===== src/rtl/ram_fifo_ctrl_if.sv =====
`default_nettype none
// ============================================================================
//  Module      : ram_fifo_ctrl_if
//  Description : Bundles the signals of ram_fifo_ctrl. It carries the producer
//                push handshake, the consumer pop handshake and the dual-port
//                RAM read/write bus.
//                  slave  : controller view (drives s_ready, m_*, ram_* controls)
//                  master : environment view (producer, consumer and RAM)
//                Signals:
//                  s_valid/s_data/s_ready   producer push handshake
//                  m_valid/m_data/m_ready   consumer pop handshake
//                  ram_we/ram_wr_addr/ram_wr_din  RAM write port
//                  ram_re/ram_rd_addr/ram_rd_dout RAM read port (1-cycle read)
//  Revision    : 1.0 - initial release
// ============================================================================
interface ram_fifo_ctrl_if #(
    parameter int ADDR_WIDTH = 4,
    parameter int DATA_WIDTH = 8
);
    logic                  s_valid;
    logic [DATA_WIDTH-1:0] s_data;
    logic                  s_ready;

    logic                  m_valid;
    logic [DATA_WIDTH-1:0] m_data;
    logic                  m_ready;

    logic                  ram_we;
    logic [ADDR_WIDTH-1:0] ram_wr_addr;
    logic [DATA_WIDTH-1:0] ram_wr_din;
    logic                  ram_re;
    logic [ADDR_WIDTH-1:0] ram_rd_addr;
    logic [DATA_WIDTH-1:0] ram_rd_dout;

    modport slave (
        input  s_valid, s_data, m_ready, ram_rd_dout,
        output s_ready, m_valid, m_data,
               ram_we, ram_wr_addr, ram_wr_din, ram_re, ram_rd_addr
    );

    modport master (
        output s_valid, s_data, m_ready, ram_rd_dout,
        input  s_ready, m_valid, m_data,
               ram_we, ram_wr_addr, ram_wr_din, ram_re, ram_rd_addr
    );
endinterface
`default_nettype wire


===== src/rtl/ram_fifo_ctrl.sv =====
`default_nettype none
// ============================================================================
//  Module      : ram_fifo_ctrl
//  Description : Pointer/handshake controller that turns an external dual-port
//                RAM (1-cycle registered read, output held while re=0) into a
//                synchronous FIFO. A one-entry output slot is formed by the RAM
//                read register itself: m_data is ram_rd_dout directly.
//  Ports       :
//                clk      rising-edge clock
//                rst_n    asynchronous active-low reset
//                flush    synchronous clear of all FIFO contents
//                bus      ram_fifo_ctrl_if.slave (push, pop and RAM buses)
//                level    entries held in RAM plus output slot, 0..DEPTH+1
//                max_level, overflow_seen  statistics (FIFO_CTRL_STATS_EN only)
//  Options     : define FIFO_CTRL_STATS_EN to add the max_level high-watermark
//                and the sticky overflow_seen flag.
//  Revision    : 1.0 - initial release
// ============================================================================
module ram_fifo_ctrl #(
    parameter int ADDR_WIDTH = 4,
    parameter int DATA_WIDTH = 8,
    parameter int DEPTH      = 16
) (
    input  wire logic                  clk,
    input  wire logic                  rst_n,
    input  wire logic                  flush,
    ram_fifo_ctrl_if.slave             bus,
    output logic [ADDR_WIDTH+1:0]      level
`ifdef FIFO_CTRL_STATS_EN
    ,
    output logic [ADDR_WIDTH+1:0]      max_level,
    output logic                       overflow_seen
`endif
);

    // ------------------------------------------------------------------
    // Elaboration guard: the pointer arithmetic assumes a power-of-two RAM.
    // ------------------------------------------------------------------
    generate
        if (DEPTH != (1 << ADDR_WIDTH)) begin : g_depth_mismatch
            $error("ram_fifo_ctrl: DEPTH must equal 2**ADDR_WIDTH");
        end
    endgenerate

    // Output slot states
    localparam logic [0:0] SLOT_EMPTY = 1'b0;
    localparam logic [0:0] SLOT_FULL  = 1'b1;

    logic [ADDR_WIDTH:0]   r_wr_ptr;
    logic [ADDR_WIDTH:0]   r_rd_ptr;
    logic [ADDR_WIDTH:0]   w_ram_cnt;
    logic                  w_ram_empty;
    logic                  w_ram_full;
    logic                  w_push;
    logic                  w_pop;
    logic                  w_m_valid;
    logic [0:0]            r_state;
    logic [0:0]            w_state_nxt;

    // ------------------------------------------------------------------
    // Pointer status. The extra MSB distinguishes full from empty when
    // the address bits coincide.
    // ------------------------------------------------------------------
    assign w_ram_cnt   = r_wr_ptr - r_rd_ptr;
    assign w_ram_empty = (r_wr_ptr == r_rd_ptr);
    assign w_ram_full  = (r_wr_ptr[ADDR_WIDTH-1:0] == r_rd_ptr[ADDR_WIDTH-1:0]) &&
                         (r_wr_ptr[ADDR_WIDTH]     != r_rd_ptr[ADDR_WIDTH]);

    // Readiness comes from registered pointers only, so a pop in the same
    // cycle never frees a full RAM for a push.
    assign w_push = bus.s_valid & ~w_ram_full & ~flush;
    // Prefetch whenever the slot is empty or is being emptied this cycle.
    assign w_pop  = ~w_ram_empty & (~w_m_valid | bus.m_ready) & ~flush;

    assign bus.s_ready     = ~w_ram_full;
    assign bus.ram_we      = w_push;
    assign bus.ram_wr_addr = r_wr_ptr[ADDR_WIDTH-1:0];
    assign bus.ram_wr_din  = bus.s_data;
    assign bus.ram_re      = w_pop;
    assign bus.ram_rd_addr = r_rd_ptr[ADDR_WIDTH-1:0];
    // The RAM read register holds its value while re=0, which keeps m_data
    // stable during a consumer stall.
    assign bus.m_data      = bus.ram_rd_dout;
    assign bus.m_valid     = w_m_valid;

    assign level = {1'b0, w_ram_cnt} + {{(ADDR_WIDTH+1){1'b0}}, w_m_valid};

    // ------------------------------------------------------------------
    // Pointers (wrap naturally at 2*DEPTH)
    // ------------------------------------------------------------------
    always_ff @(posedge clk or negedge rst_n) begin
        if (!rst_n) begin
            r_wr_ptr <= '0;
            r_rd_ptr <= '0;
        end else if (flush) begin
            r_wr_ptr <= '0;
            r_rd_ptr <= '0;
        end else begin
            if (w_push) begin
                r_wr_ptr <= r_wr_ptr + 1'b1;
            end
            if (w_pop) begin
                r_rd_ptr <= r_rd_ptr + 1'b1;
            end
        end
    end

    // ------------------------------------------------------------------
    // Output slot FSM: state register
    // ------------------------------------------------------------------
    always_ff @(posedge clk or negedge rst_n) begin
        if (!rst_n) begin
            r_state <= SLOT_EMPTY;
        end else begin
            r_state <= w_state_nxt;
        end
    end

    // Output slot FSM: next state
    always_comb begin
        w_state_nxt = r_state;
        if (flush) begin
            w_state_nxt = SLOT_EMPTY;
        end else if (w_pop) begin
            w_state_nxt = SLOT_FULL;
        end else if (bus.m_ready) begin
            w_state_nxt = SLOT_EMPTY;
        end
    end

    // Output slot FSM: outputs
    always_comb begin
        w_m_valid = 1'b0;
        if (r_state == SLOT_FULL) begin
            w_m_valid = 1'b1;
        end
    end

`ifdef FIFO_CTRL_STATS_EN
    // ------------------------------------------------------------------
    // Statistics: level high-watermark and sticky overflow attempt flag
    // ------------------------------------------------------------------
    logic [ADDR_WIDTH+1:0] r_max_level;
    logic                  r_overflow_seen;

    always_ff @(posedge clk or negedge rst_n) begin
        if (!rst_n) begin
            r_max_level     <= '0;
            r_overflow_seen <= 1'b0;
        end else if (flush) begin
            r_max_level     <= '0;
            r_overflow_seen <= 1'b0;
        end else begin
            if (level > r_max_level) begin
                r_max_level <= level;
            end
            if (bus.s_valid && w_ram_full) begin
                r_overflow_seen <= 1'b1;
            end
        end
    end

    assign max_level     = r_max_level;
    assign overflow_seen = r_overflow_seen;
`endif

endmodule
`default_nettype wire


===== src/flat_wrapper.sv =====
// flat-port wrapper written by rule: the top's interface ports become plain ports
module ram_fifo_ctrl_flat 
#(
    parameter int ADDR_WIDTH = 4,
    parameter int DATA_WIDTH = 8,
    parameter int DEPTH      = 16
)
  (clk, rst_n, flush, level, bus_s_valid, bus_s_data, bus_m_ready, bus_ram_rd_dout, bus_s_ready, bus_m_valid, bus_m_data, bus_ram_we, bus_ram_wr_addr, bus_ram_wr_din, bus_ram_re, bus_ram_rd_addr);
  ram_fifo_ctrl_if #(.ADDR_WIDTH(ADDR_WIDTH), .DATA_WIDTH(DATA_WIDTH)) bus_i ();
  input  wire logic clk;
  input  wire logic rst_n;
  input  wire logic flush;
  output logic [ADDR_WIDTH+1:0] level;
  input wire logic [$bits(bus_i.s_valid)-1:0] bus_s_valid;
  input wire logic [$bits(bus_i.s_data)-1:0] bus_s_data;
  input wire logic [$bits(bus_i.m_ready)-1:0] bus_m_ready;
  input wire logic [$bits(bus_i.ram_rd_dout)-1:0] bus_ram_rd_dout;
  output wire logic [$bits(bus_i.s_ready)-1:0] bus_s_ready;
  output wire logic [$bits(bus_i.m_valid)-1:0] bus_m_valid;
  output wire logic [$bits(bus_i.m_data)-1:0] bus_m_data;
  output wire logic [$bits(bus_i.ram_we)-1:0] bus_ram_we;
  output wire logic [$bits(bus_i.ram_wr_addr)-1:0] bus_ram_wr_addr;
  output wire logic [$bits(bus_i.ram_wr_din)-1:0] bus_ram_wr_din;
  output wire logic [$bits(bus_i.ram_re)-1:0] bus_ram_re;
  output wire logic [$bits(bus_i.ram_rd_addr)-1:0] bus_ram_rd_addr;
  assign bus_i.s_valid = bus_s_valid;
  assign bus_i.s_data = bus_s_data;
  assign bus_i.m_ready = bus_m_ready;
  assign bus_i.ram_rd_dout = bus_ram_rd_dout;
  assign bus_s_ready = bus_i.s_ready;
  assign bus_m_valid = bus_i.m_valid;
  assign bus_m_data = bus_i.m_data;
  assign bus_ram_we = bus_i.ram_we;
  assign bus_ram_wr_addr = bus_i.ram_wr_addr;
  assign bus_ram_wr_din = bus_i.ram_wr_din;
  assign bus_ram_re = bus_i.ram_re;
  assign bus_ram_rd_addr = bus_i.ram_rd_addr;
  ram_fifo_ctrl #(.ADDR_WIDTH(ADDR_WIDTH), .DATA_WIDTH(DATA_WIDTH), .DEPTH(DEPTH)) u_core (.clk(clk), .rst_n(rst_n), .flush(flush), .bus(bus_i), .level(level));
endmodule

===== config.mk =====
export PLATFORM = sky130hd
export DESIGN_NAME = ram_fifo_ctrl_flat
export DESIGN_NICKNAME = d
export VERILOG_FILES = /design/src/rtl/ram_fifo_ctrl_if.sv /design/src/rtl/ram_fifo_ctrl.sv /design/src/flat_wrapper.sv
export SDC_FILE = /design/constraint.sdc
export NUM_CORES = 1
export LEC_CHECK = 0
export CAP_MARGIN = 20
export CORE_MARGIN = 2
export CORE_UTILIZATION = 34
export CTS_CLUSTER_DIAMETER = 80
export CTS_CLUSTER_SIZE = 14
export DETAILED_ROUTE_END_ITERATION = 8
export PLACE_DENSITY = 0.75
export SKIP_CTS_REPAIR_TIMING = 1
export SYNTH_ARGS = -nofsm -noshare
export SYNTH_HDL_FRONTEND = slang
export SYNTH_SLANG_ARGS = --single-unit

===== constraint.sdc =====
create_clock -name clk -period 2 [get_ports clk]
set_input_delay 0.4 -clock clk [delete_from_list [all_inputs] [get_ports clk]]
set_output_delay 0.4 -clock clk [all_outputs]
set_load 0.05 [all_outputs]

==> impl_metrics.tcl <==
set metrics [dict create \
    clock_sinks 11 \
    die-area_um2 3327 \
    setup_ws_ns -0.6809 \
    clock_latency_ns 0.28 \
    regArea_um2 276.5 \
    grt_max_degree 12 \
    dp_hpwl_um 1978 \
    n_antenna_cell 0 \
    critPathLaunchType "register" \
    cp_max_fo 3 \
    antenna_left 0 \
    crit_arrival_ns 2.28 \
    gp_congestion 0.7702 \
    cts.reportedPaths.clkPinSlew_ns 0.08 \
    core-area_um2 2758 \
    grt_overflow_total 0 \
    grt_util_all_layers 0.1525 \
    outcome "complete, but fails checks" \
    max_freq_mhz 373.0 \
    multi_input_area_um2 706.9 \
    power_density_nw_per_um2 1434 \
    antenna_found_initial 0 \
    leakage_nw 0.6873 \
    violations "negative setup slack" \
    synth_nets 139 \
    num_rows 19 \
    ys_ff_latch 11 \
    final_util 0.5594 \
    rsz0062_at_grt "yes" \
    grt_pass1_wl_um 3815 \
    drive_above_1_share 0.5333 \
    cts_made_buffers 3 \
    swShare 0.4747 \
    die_h_um 57.68 \
    internal_power_mw 1.162 \
    setup_viol 7 \
    hold_violations 0 \
    syn_area_um2 979.7 \
    drc_errors 0 \
    synth.distinct_cells 26 \
    cts_tree "done" \
    pwr-share-seq 0.125 \
    drtIter0Drc 10 \
    end_kind "output pin" \
    initial_core_util 0.3553 \
    area_delta_synth_final_pct 57.47 \
    via_per_inst 5.217 \
    tightest_slew_ns 0.5316 \
    post-route-min-period_ns 2.681 \
    post-route-period-util 1.340 \
    die_x_um 57.68 \
    relSlewSlack 0.6445 \
    portBuffers 22 \
    drtPass1Iterations 4 \
    seq_area_frac_synth 0.2810 \
    power_frac_clock 0.073 \
    final-max-slew-violation-count 0 \
    nNetsFinal 166 \
    clockRootBuffer "clkbuf_4" \
    hold_path.class "primary input to async pin" \
    ys_warn_count 0 \
    vdd_drop_max_uv 1261 \
    maxCapViolations 0 \
    nFillCells 230 \
    p_comb_frac 0.801 \
    syn_area_per_cell_um2 8.988 \
    cts-htree-levels 1 \
    cts_buffer_depth 2 \
    syn_inst 109 \
    ios 55 \
    via_count 866 \
    grt_pass1_vias 882 \
    tns_ns -3.006 \
    power_switching_mw 1.050 \
    wirelength_um 2607 \
    critical_path_class "register to output pin" \
    skew_ns 0.006701 \
    required_ns 1.60 \
    p_total_mw 2.212 \
    wl_per_cell_um 15.70 \
]
[cell usage after synthesis]
library cell   n  area share
inv_1          6       0.023
a31oi_1        1      0.0064
a21o_1         1      0.0077
nor2_1         9       0.034
xnor2_1        6       0.054
and4_1         1      0.0089
o211ai_2       1       0.013
xor2_1         7       0.063
a21oi_1        7       0.036
o21ai_0        4       0.020
o21ai_2        1      0.0089
mux2i_1        2       0.020
nand4_1        3       0.019
nand2b_1       1      0.0064
buf_4         24        0.18
xor2_2         1       0.017
nand3_1        3       0.015
nand3b_1       1      0.0077
dfrtp_1       11        0.28
ha_1           8        0.10
nand2_1        4       0.015
clkbuf_1       1      0.0038
and3_1         2       0.013
or3_1          2       0.013
fa_1           1       0.020
o211ai_1       1      0.0077
[final cells by class]
| class | instances | share of cell area |
|---|---|---|
| Sequential cell | 11 | 0.1792 |
| Multi-Input combinational cell | 67 | 0.4582 |
| Timing Repair Buffer | 47 | 0.3058 |
| Clock buffer | 4 | 0.01703 |
| Inverter | 6 | 0.01460 |
| Tap cell | 31 | 0.02514 |
[path summary, 6_finish.rpt]
path / from / endpoint / slack (ns) / cells after the start
max: u_core.r_wr_ptr[0] / level[4] / -0.68 / 9
max in group asynchronous: rst_n / u_core.r_wr_ptr[1] / 1.16 / 1
max reg2reg: u_core.r_wr_ptr[0] / u_core.r_rd_ptr[4] / 0.10 / 9
min in group clk: u_core.r_wr_ptr[4] / u_core.r_wr_ptr[4] / 0.65 / 2
min reg2reg: u_core.r_wr_ptr[4] / u_core.r_wr_ptr[4] / 0.65 / 2
min: rst_n / u_core.r_wr_ptr[3] / 0.46 / 1
[power by group through the flow]
stage	registers [mW]	clock network [mW]	logic (mW)
5_1_grt	0.282	0.175	1.85
4_1_cts	0.275	0.163	1.64
3_3_place_gp	0.278	0	1.60
6_report	0.277	0.162	1.77
3_5_place_dp	0.280	0	1.64
2_1_floorplan	0.314	0	1.06
[through the flow]
| stage | hold slack [ns] | area [µm²] | worst slack, ns | instances |
|---|---|---|---|---|
| after floorplan | 0.1044 | 1112 | -0.4540 | 109 |
| after global placement | 0.6182 | 1398 | -0.3517 | 159 |
| after detailed placement | 0.6479 | 1398 | -0.4304 | 159 |
| after CTS | 0.4791 | 1424 | -0.7388 | 163 |
| after global routing | 0.4900 | 1543 | -0.7685 | 166 |
| final | 0.4631 | 1543 | -0.6809 | 166 |
[cell usage in the layout, fill, tap and decap left out, types with 4 or more instances in the layout]
cell type,netlist,routed
a21oi_1,7,6
buf_12,0,7
buf_4,24,31
clkdlybuf4s50_1,0,5
dfrtp_1,11,10
ha_4,0,5
nor2_1,9,7
xnor2_1,6,5
xor2_4,0,4
[per-layer routing]
layer / share of wire / track usage
met5: 0 / 0
met1: 0.36 / 0.1522
met3: 0.049 / 0.03571
met4: 0.038 / 0.09302
met2: 0.55 / 0.2825
[cells by family (layout without fill, tap and decap cells)]
group | after synthesis | in the layout | synth area share
compound gates | 16 | 16 | 0.09962
xor+xnor | 14 | 14 | 0.1328
fa+ha+maj | 9 | 9 | 0.1226
buf+inv | 31 | 57 | 0.2107
simple gates | 26 | 26 | 0.1328
mux | 2 | 2 | 0.02044
flops | 11 | 11 | 0.2810
[state kept, by name (all words and copies together), names as in the netlist]
name and count:
u_core.r_rd_ptr 5, u_core.r_state 1, u_core.r_wr_ptr 5
[worst max-delay path, stage by stage (launching register included)]
cell and delay [ns]:
dfrtp_1 0.40, inv_2 0.08, ha_4 0.13, inv_2 0.03, fa_2 0.54, ha_4 0.14, nand3b_1 0.11, mux2i_4 0.22
xor2_4 0.18, buf_12 0.15
Power figures use the tool's default switching activity.
